### config.mk
export PLATFORM = sky130hd
export DESIGN_NAME = control_sequencer
export DESIGN_NICKNAME = d
export VERILOG_FILES = /design/src/rtl/cpu_defs.sv /design/src/rtl/opcode_decoder.sv /design/src/rtl/control_sequencer.sv
export SDC_FILE = /design/constraint.sdc
export NUM_CORES = 1
export LEC_CHECK = 0
export ABC_AREA = 1
export BUFFER_PORTS_ARGS = -buffer_cell sky130_fd_sc_hd__buf_2
export CORE_MARGIN = 5
export CORE_UTILIZATION = 25
export DETAILED_ROUTE_END_ITERATION = 12
export HOLD_SLACK_MARGIN = 0.1
export PLACE_DENSITY = 0.54
export SYNTH_ARGS = -nofsm -noshare
export SYNTH_HDL_FRONTEND = slang
export SYNTH_SLANG_ARGS = --single-unit
### constraint.sdc
create_clock -name clk -period 2.09 [get_ports clk]
set_clock_uncertainty 0.05 [all_clocks]
set_input_delay 0.209 -clock clk [delete_from_list [all_inputs] [get_ports clk]]
set_output_delay 0.209 -clock clk [all_outputs]
set_load 0.01 [all_outputs]
### src/rtl/cpu_defs.sv
// Shared encodings for the sequencer: opcodes, ALU codes, FSM states, IR field
// positions and the decoded control bundle.
package cpu_defs;

    localparam int REG_SEL_W = 3;
    localparam int DATA_W    = 8;
    localparam int OPC_W     = 5;
    localparam int ALU_OP_W  = 3;

    localparam int OPC_LSB = 11;
    localparam int RX_LSB  = 8;
    localparam int RY_LSB  = 5;
    localparam int IND_BIT = 4;
    localparam int IMM_LSB = 0;

    localparam logic [OPC_W-1:0] OP_NOP  = 5'd0;
    localparam logic [OPC_W-1:0] OP_MOV  = 5'd1;
    localparam logic [OPC_W-1:0] OP_MOVI = 5'd2;
    localparam logic [OPC_W-1:0] OP_ADD  = 5'd3;
    localparam logic [OPC_W-1:0] OP_SUB  = 5'd4;
    localparam logic [OPC_W-1:0] OP_AND  = 5'd5;
    localparam logic [OPC_W-1:0] OP_OR   = 5'd6;
    localparam logic [OPC_W-1:0] OP_JMP  = 5'd7;
    localparam logic [OPC_W-1:0] OP_JZ   = 5'd8;
    localparam logic [OPC_W-1:0] OP_HALT = 5'd31;

    localparam logic [ALU_OP_W-1:0] ALU_ADD = 3'd0;
    localparam logic [ALU_OP_W-1:0] ALU_SUB = 3'd1;
    localparam logic [ALU_OP_W-1:0] ALU_AND = 3'd2;
    localparam logic [ALU_OP_W-1:0] ALU_OR  = 3'd3;

    typedef enum logic [2:0] {
        S_FETCH     = 3'd0,
        S_DECODE    = 3'd1,
        S_EXECUTE   = 3'd2,
        S_WRITEBACK = 3'd3,
        S_HALT      = 3'd4
    } state_t;

    typedef enum logic [1:0] {
        BUS_NONE = 2'd0,
        BUS_REG  = 2'd1,
        BUS_ALU  = 2'd2,
        BUS_IMM  = 2'd3
    } bus_src_t;

    typedef struct packed {
        logic                 writes_rx;
        logic                 uses_ry;
        bus_src_t             bus_src;
        logic [ALU_OP_W-1:0]  alu_op;
        logic                 is_alu;
        logic                 indirect;
        logic                 is_jump;
        logic                 is_jz;
        logic                 is_halt;
        logic                 illegal;
        logic [REG_SEL_W-1:0] rx;
        logic [REG_SEL_W-1:0] ry;
        logic [DATA_W-1:0]    imm;
    } ctrl_t;

    function automatic logic [ALU_OP_W-1:0] alu_code(input logic [OPC_W-1:0] op);
        case (op)
            OP_SUB:  return ALU_SUB;
            OP_AND:  return ALU_AND;
            OP_OR:   return ALU_OR;
            default: return ALU_ADD;
        endcase
    endfunction

endpackage

### src/rtl/opcode_decoder.sv
// Purely combinational IR -> control bundle; the sequencer gates it by state.
module opcode_decoder
    import cpu_defs::*;
(
    input  logic [15:0] i_ir,
    output ctrl_t       o_ctrl
);

    logic [OPC_W-1:0] w_opc;
    assign w_opc = i_ir[OPC_LSB +: OPC_W];

    always_comb begin
        o_ctrl         = '0;
        o_ctrl.bus_src = BUS_NONE;
        o_ctrl.rx      = i_ir[RX_LSB +: REG_SEL_W];
        o_ctrl.ry      = i_ir[RY_LSB +: REG_SEL_W];
        o_ctrl.imm     = i_ir[IMM_LSB +: DATA_W];
        case (w_opc)
            OP_NOP: ;
            OP_MOV: begin
                o_ctrl.writes_rx = 1'b1;
                o_ctrl.uses_ry   = 1'b1;
                o_ctrl.bus_src   = BUS_REG;
                o_ctrl.indirect  = i_ir[IND_BIT];
            end
            OP_MOVI: begin
                o_ctrl.writes_rx = 1'b1;
                o_ctrl.bus_src   = BUS_IMM;
            end
            OP_ADD, OP_SUB, OP_AND, OP_OR: begin
                // ALU reads rx/ry straight from the bank; the bus carries only the result
                o_ctrl.writes_rx = 1'b1;
                o_ctrl.uses_ry   = 1'b1;
                o_ctrl.bus_src   = BUS_ALU;
                o_ctrl.is_alu    = 1'b1;
                o_ctrl.alu_op    = alu_code(w_opc);
            end
            OP_JMP:  o_ctrl.is_jump = 1'b1;
            OP_JZ:   o_ctrl.is_jz   = 1'b1;
            OP_HALT: o_ctrl.is_halt = 1'b1;
            default: o_ctrl.illegal = 1'b1;
        endcase
    end

endmodule

### src/rtl/control_sequencer.sv
// Four-cycle fetch/decode/execute/writeback sequencer driving the 8x8 register
// bank, ALU and bus enables; owns PC, IR and the latched zero flag.
module control_sequencer
    import cpu_defs::*;
#(
    parameter int PC_WIDTH    = 8,
    parameter int INSTR_WIDTH = 16
) (
    input  logic                   clk,
    input  logic                   rst_n,
    output logic [PC_WIDTH-1:0]    out_pc_addr,
    input  logic [INSTR_WIDTH-1:0] in_instruction,
    output logic [REG_SEL_W-1:0]   out_rx_selector,
    output logic [REG_SEL_W-1:0]   out_ry_selector,
    output logic                   out_read_en,
    output logic                   out_write_en,
    output logic                   out_indirect_mode_en,
    output logic [ALU_OP_W-1:0]    out_alu_op,
    output logic                   out_alu_drive_en,
    output logic                   out_imm_en,
    output logic [DATA_W-1:0]      out_imm_data,
    input  logic                   in_alu_zero,
    output logic                   out_halted,
    output logic                   out_illegal
);

    state_t                 r_state;
    logic [PC_WIDTH-1:0]    r_pc;
    logic [INSTR_WIDTH-1:0] r_ir;
    logic                   r_zflag;

    state_t                 w_state_nxt;
    logic [PC_WIDTH-1:0]    w_pc_nxt;
    logic [PC_WIDTH-1:0]    w_imm_pc;
    logic                   w_drive;
    ctrl_t                  w_ctrl;

    opcode_decoder u_dec (
        .i_ir   (r_ir[15:0]),
        .o_ctrl (w_ctrl)
    );

    assign w_imm_pc = PC_WIDTH'(w_ctrl.imm);
    assign w_drive  = (r_state == S_EXECUTE) || (r_state == S_WRITEBACK);

    always_ff @(posedge clk) begin
        if (!rst_n) begin
            r_state <= S_FETCH;
            r_pc    <= '0;
            r_ir    <= '0;
            r_zflag <= 1'b0;
        end else begin
            r_state <= w_state_nxt;
            if (r_state == S_DECODE)
                r_ir <= in_instruction;
            if (r_state == S_WRITEBACK) begin
                r_pc <= w_pc_nxt;
                if (w_ctrl.is_alu)
                    r_zflag <= in_alu_zero;
            end
        end
    end

    always_comb begin
        w_state_nxt = r_state;
        case (r_state)
            S_FETCH:     w_state_nxt = S_DECODE;
            S_DECODE:    w_state_nxt = S_EXECUTE;
            S_EXECUTE:   w_state_nxt = w_ctrl.is_halt ? S_HALT : S_WRITEBACK;
            S_WRITEBACK: w_state_nxt = S_FETCH;
            S_HALT:      w_state_nxt = S_HALT;
            default:     w_state_nxt = S_FETCH;
        endcase
    end

    always_comb begin
        w_pc_nxt = r_pc + PC_WIDTH'(1);
        if (w_ctrl.is_jump || (w_ctrl.is_jz && r_zflag))
            w_pc_nxt = w_imm_pc;
    end

    always_comb begin
        out_pc_addr          = '0;
        out_rx_selector      = '0;
        out_ry_selector      = '0;
        out_read_en          = 1'b0;
        out_write_en         = 1'b0;
        out_indirect_mode_en = 1'b0;
        out_alu_op           = '0;
        out_alu_drive_en     = 1'b0;
        out_imm_en           = 1'b0;
        out_imm_data         = '0;
        out_halted           = (r_state == S_HALT);
        out_illegal          = (r_state == S_EXECUTE) && w_ctrl.illegal;

        if ((r_state == S_FETCH) || (r_state == S_DECODE))
            out_pc_addr = r_pc;

        // Held identically over EXECUTE and WRITEBACK so the bank's write edge sees stable selects
        if (w_drive) begin
            if (w_ctrl.writes_rx)
                out_rx_selector = w_ctrl.rx;
            if (w_ctrl.uses_ry)
                out_ry_selector = w_ctrl.ry;
            out_read_en          = (w_ctrl.bus_src == BUS_REG);
            out_alu_drive_en     = (w_ctrl.bus_src == BUS_ALU);
            out_imm_en           = (w_ctrl.bus_src == BUS_IMM);
            out_indirect_mode_en = w_ctrl.indirect;
            out_alu_op           = w_ctrl.alu_op;
            if (w_ctrl.bus_src == BUS_IMM)
                out_imm_data = w_ctrl.imm;
        end

        // Reset arriving during WRITEBACK must suppress the bank write on that same edge
        out_write_en = (r_state == S_WRITEBACK) && w_ctrl.writes_rx && rst_n;
    end

endmodule

==> impl_metrics.py, run 1 <==
metrics = {
    "floorplanning": {
        "ioPinCount": 51,
        "die_area_mm2": 0.00771,
        "die_w_um": 87.8,
        "fp.dieH_um": 87.8,
        "initial_utilization_pct": 25.7,
        "coreArea_mm2": 0.00589,
        "rows": 28,
    },
    "cells_and_area": {
        "finish.net_count": 304,
        "finish.utilization_pct": 32.4,
        "drive_above_1_share_pct": 24.0,
        "final_cell_mix": "49 x buf_2, 37 x inv_1, 33 x nor2_1",
        "layout_commonest_cell": "buf_2",
        "diodes": 0,
        "area_growth_pct": 26.1,
        "n_fill_cell": 674,
    },
    "cts": {
        "clock_latency_ps": 270,
        "htreeDepth": 1,
        "numClockSinks": 28,
        "cts_root_buf": "clkbuf_8",
        "cts.clk_slew.worst_paths_ps": 100,
        "post_cts_buffers": 0,
        "cts_resized": 0,
        "cts-hold-fix-buffers": 0,
        "cts_tree": "yes",
        "cts_buffers": 3,
        "clock_path_buffers": 2,
    },
    "synth": {
        "yosys_warnings": 0,
        "ys_types": 28,
        "synthCells": 236,
        "yosysSeqAreaShare_pct": 37.1,
        "syn_area_per_cell_um2": 6.41,
        "syn_area_mm2": 0.00151,
        "synth_fp_nets": 256,
        "synth-seq-cells": 28,
    },
    "placement": {
        "detailed_place_hpwl_mm": 3.24,
        "dp_slack_ps": 412,
        "gp_congestion": 0.781,
        "io_buffers": 49,
    },
    "worst_setup_path": {
        "cp-end-kind": "output pin",
        "crit_path_max_fanout": 4,
        "crit_type": "reg -> out",
        "r2r-end": "r_pc[6]",
        "crit_path_start_kind": "flop",
        "worstPathRequired_ps": 1830,
        "worstSetupStartpoint": "r_ir[15]",
        "ff2ff_path_depth": 6,
        "r2r_slack_ps": 690,
        "r2r-start": "r_pc[0]",
        "arrival_ps": 1640,
    },
    "run_status": {
        "status": "finished, final reports clean",
    },
    "sta": {
        "setup_tns_ps": 0,
        "fin_crit_sh_pct": 91.1,
        "finalHoldViolations": 0,
        "slew_viol_final": 0,
        "setup-violations-final": 0,
        "layout_min_cycle_time_ps": 1900,
        "rsz0062_at_grt": "false",
        "fin_ws_ps": 186,
        "clock.fmax_ghz": 0.525,
    },
    "hold_path": {
        "hold_path_end": "r_ir[7]",
        "holdCritStartpoint": "in_instruction[7]",
        "hp-class": "in -> reg",
        "min_path_cells": 3,
    },
    "global_routing": {
        "grtUsageTotal_pct": 11.1,
        "grt_max_degree": 34,
        "grt_pass1_wl_mm": 6.86,
        "overflow": 0,
        "grt_antenna_before_repair": 0,
        "grt_pass1_vias": 1466,
    },
    "power": {
        "p_per_area_mw_per_mm2": 719,
        "p_seq_share_pct": 46.6,
        "p_int_uw": 951,
        "power_frac_clock_pct": 31.3,
        "swShare_pct": 30.6,
        "p_comb_share_pct": 22.1,
        "p_switching_uw": 420,
        "ir_drop_v": 0.000259,
        "power.leakage_uw": 0.000920,
    },
    "detailed_routing": {
        "drt_wl_total_mm": 4.13,
        "drcViolationCount": 0,
        "dr.first_iter.drc_count": 64,
        "ant_nets": 0,
        "drt-wirelength-per-cell_um": 11.5,
        "num_vias": 1561,
        "vias_per_cell": 4.36,
        "drt_pass1_iterations": 4,
    },
    "job": {
        "max_cap_violations": 0,
    },
}
-- worst max-delay path by stage --
| stage | slack [ps] | end | depth (start not counted) |
|---|---|---|---|
| finish | 190 | out_rx_selector[1] | 8 |
| global route | 10 | out_rx_selector[1] | 8 |
| CTS | 100 | out_write_en | 8 |
| detailed placement | 410 | out_write_en | 8 |
| global placement | 460 | out_write_en | 10 |
| floorplan | 620 | out_imm_data[0] | 7 |
-- power by group through the flow --
| stage | logic, µW | clock network, µW | registers (µW) |
|---|---|---|---|
| detailed placement | 299 | 0 | 652 |
| CTS | 301 | 443 | 639 |
| finish | 303 | 429 | 639 |
| global placement | 298 | 0 | 649 |
| global route | 351 | 460 | 648 |
| floorplan | 217 | 0 | 640 |
-- worst max-delay path: stages (launching register included) --
cell,delay (ps)
dfxtp_1,330
inv_1,100
nand2_1,80
nor2_1,180
nand2_1,100
nor2_1,180
nor2_2,110
nor3_1,140
buf_2,160
-- cells by family (layout without fill, tap and decap cells) --
kind of cell / count (synthesis) / after routing / synth area share (%)
AO/OA/AOI/OAI: 54 / 54 / 18.1
XOR/XNOR: 4 / 4 / 2.32
adder cells (fa/ha/maj): 1 / 1 / 0.827
buffers and inverters: 51 / 98 / 13.6
flip-flops: 28 / 28 / 37.1
other: 1 / 1 / 0.248
AND/OR/NAND/NOR: 97 / 97 / 27.9
-- per-layer routing --
metal	global-route usage (%)	wire [µm]	part of all wire (%)	up-vias
li1	-	-	-	840
met1	16.1	2120	51	666
met2	16.7	1750	42	50
met3	1.98	217	5.3	5
met4	2.93	48	1.2	0
met5	0	0	0	-
-- synthesized netlist by cell type (all sizes together) --
cell type	n	area share (%)
o21a	1	0.50
nand4	2	0.83
xor2	4	2.3
o21ai	25	8.3
nand3	11	4.0
clkbuf	5	1.2
ha	1	0.83
buf	4	1.8
dfxtp	28	37
clkinv	2	0.58
inv	40	9.9
nor4	1	0.41
a31oi	1	0.41
conb	1	0.25
nor2	35	8.9
nand3b	1	0.50
nor3	12	4.0
nand2	35	9.3
a21oi	27	8.9
-- flip-flops by register name (all words and copies together) (netlist names) --
signal and cells:
r_zflag 1, r_ir 16, r_state 3, r_pc 8
-- layout make-up --
cell class	instances	area, µm²	area share, %
clock buffers	3	41.3	2.17
clock inverters	1	30.0	1.57
inverters	42	159	8.33
multi-input cells	157	754	39.6
flip-flops and latches	28	561	29.4
well taps	75	93.8	4.92
repair buffers	52	268	14.0
-- metrics by stage --
stage	instances	area (µm²)	hold slack, ps	total power (µW)
after floorplan	236	1510	349	857
after global placement	354	1830	400	947
after detailed placement	354	1830	398	951
after CTS	358	1900	144	1380
after global routing	358	1910	150	1460
final	358	1910	149	1370
Note: power is estimated with default switching activity, not from simulation.
==> inputs of run 2 (changes only) <==
Settings changed: BUFFER_PORTS_ARGS -buffer_cell sky130_fd_sc_hd__buf_2 to default, DONT_BUFFER_PORTS from default to 1, PLACE_DENSITY 0.54 to 0.47.
==> run 2 against run 1 <==
Clock-buffer cell count did not move; clock power increased by 2%; non-clock buffer count down 30; register-to-register slack about the same; via count shrank 8.5%; largest cell class unchanged; critical endpoint is now out_write_en; combinational power shrank 1%; first-iteration DRC count rose by 39%; critical path depth up 1.
==> impl_metrics.py, run 2 (synthesis results as in run 1) <==
metrics = {
    "sta": {
        "fin_ws_ps": 141,
        "rsz0062_at_grt": "true",
        "setup_tns_ps": 0,
        "tightest_slew_ps": 696,
        "layout_min_cycle_time_ps": 1950,
        "timing.slew.headroom_pct": 53.5,
        "clock.fmax_ghz": 0.513,
        "finalHoldViolations": 0,
        "setup-violations-final": 0,
        "slew_viol_final": 0,
        "fin_crit_sh_pct": 93.3,
    },
    "power": {
        "power_frac_clock_pct": 31.8,
        "p_per_area_mw_per_mm2": 749,
        "p_comb_share_pct": 21.7,
        "p_seq_share_pct": 46.5,
        "p_switching_uw": 426,
        "ir_drop_v": 0.000305,
        "power.leakage_uw": 0.000757,
        "p_int_uw": 952,
        "swShare_pct": 30.9,
    },
    "worst_setup_path": {
        "ff2ff_path_depth": 6,
        "r2r_slack_ps": 700,
        "crit_path_start_kind": "flop",
        "r2r-end": "r_pc[3]",
        "r2r-start": "r_ir[11]",
        "cp-end-kind": "output pin",
        "worstPathRequired_ps": 1830,
        "arrival_ps": 1690,
        "crit_path_max_fanout": 4,
        "crit_type": "reg -> out",
    },
    "hold_path": {
        "min_path_cells": 2,
        "hold_path_end": "r_ir[3]",
        "hp-class": "in -> reg",
        "holdCritStartpoint": "in_instruction[3]",
    },
    "placement": {
        "detailed_place_hpwl_mm": 3.22,
        "dp_slack_ps": 433,
        "io_buffers": 0,
        "gp_congestion": 0.789,
        "place_area_mm2": 0.00160,
        "dp_cells": 307,
    },
    "detailed_routing": {
        "ant_nets": 0,
        "drt_wl_total_mm": 4.19,
        "num_vias": 1429,
        "drt_pass1_iterations": 4,
        "vias_per_cell": 4.36,
        "drcViolationCount": 0,
        "dr.first_iter.drc_count": 89,
        "drt-wirelength-per-cell_um": 12.8,
    },
    "global_routing": {
        "grt_max_degree": 34,
        "grt_pass1_vias": 1369,
        "grtUsageTotal_pct": 11.3,
        "grt_pass1_wl_mm": 6.82,
        "grt_antenna_before_repair": 0,
        "overflow": 0,
    },
    "floorplanning": {
        "die_area_mm2": 0.00771,
        "coreArea_mm2": 0.00589,
        "fp.dieH_um": 87.8,
        "ioPinCount": 51,
        "die_w_um": 87.8,
        "rows": 28,
        "initial_utilization_pct": 25.7,
    },
    "cts": {
        "htreeDepth": 1,
        "cts.clk_slew.worst_paths_ps": 100,
        "cts_root_buf": "clkbuf_8",
        "numClockSinks": 28,
        "clock_path_buffers": 2,
        "cts_tree": "yes",
        "cts_resized": 0,
        "cts_buffers": 3,
        "clock_latency_ps": 270,
    },
    "cells_and_area": {
        "largest-register": "r_ir",
        "top_regs": "r_ir x16, r_pc x8, r_state x3",
        "final_cell_mix": "39 x inv_1, 34 x nor2_1, 31 x nand2_1",
        "finish.net_count": 274,
        "largest_reg_flops": 16,
        "drive_above_1_share_pct": 6.72,
        "diodes": 0,
        "layout.cells.non_filler": 328,
        "area_growth_pct": 21.6,
        "final_area_mm2": 0.00184,
        "layout_commonest_cell": "inv_1",
    },
    "run_status": {
        "status": "finished, final reports clean",
    },
    "job": {
        "max_cap_violations": 0,
    },
}
## run 2: cell count changes in the layout (fill, tap and decap cells not counted)
cell,change
buf_2,-49
dlygate4sd3_1,+17
buf_4,+2
inv_1,+2
inv_2,-2
nor2_1,+1
nor2_2,-1
nor3_1,+1
nor3_2,-1
## run 2: what timing repair did
action | in CTS | in global routing
endpoints found under the hold margin | 20 | 0
setup buffers | 0 | 0
endpoints found under the setup margin | 0 | 4
hold buffers | 17 | 0
## run 2: per-layer routing
layer | global-route usage (%) | vias to the layer above | wire [µm]
met3 | 2.92 | 2 | 285
met1 | 15.5 | 615 | 2100
met4 | 3.35 | 0 | 40
met5 | 0 | - | 0
met2 | 17.4 | 33 | 1770
li1 | - | 779 | -
## run 2: critical path, cell delays in order, from the launching register on
cell,delay (ps)
dfxtp_1,340
inv_1,100
nand2_1,80
nor2_1,170
nand2_1,70
nand2_1,90
inv_1,60
nand2_1,50
nor2_1,80
nor3_1,370
## run 2: stage by stage
| stage | hold WS, ps | power, µW | util (%) |
|---|---|---|---|
| 4_1_cts | 108 | 1400 | 31.3 |
| 3_3_place_gp | 296 | 923 | 27.1 |
| 3_5_place_dp | 294 | 925 | 27.1 |
| 5_1_grt | 143 | 1470 | 31.3 |
| 6_report | 125 | 1380 | 31.3 |
| 2_1_floorplan | 349 | 857 | - |
## run 2: power groups by stage
stage                     logic [µW]  clock network [µW]  registers (µW)
final                            299                 438             641
after global routing             344                 479             651
after CTS                        303                 456             640
after detailed placement         272                   0             653
after global placement           273                   0             650
after floorplan                  217                   0             640
## run 2: layout make-up
class / instances / area (µm²)
fill: 686 / 4050
tap: 75 / 93.8
sequential: 28 / 561
clock inverter: 1 / 30.0
multi-input combinational: 157 / 747
timing repair buffer: 22 / 208
inverter: 42 / 159
clock buffer: 3 / 41.3
## run 2: worst max-delay path by stage
stage | slack (ps) | to | from
5_1_grt | -60 | out_write_en | r_ir[15]
2_1_floorplan | 620 | out_imm_data[0] | r_ir[15]
3_3_place_gp | 460 | out_write_en | r_ir[15]
4_1_cts | 100 | out_write_en | r_ir[15]
3_5_place_dp | 430 | out_write_en | r_ir[15]
6_report | 140 | out_write_en | r_ir[15]
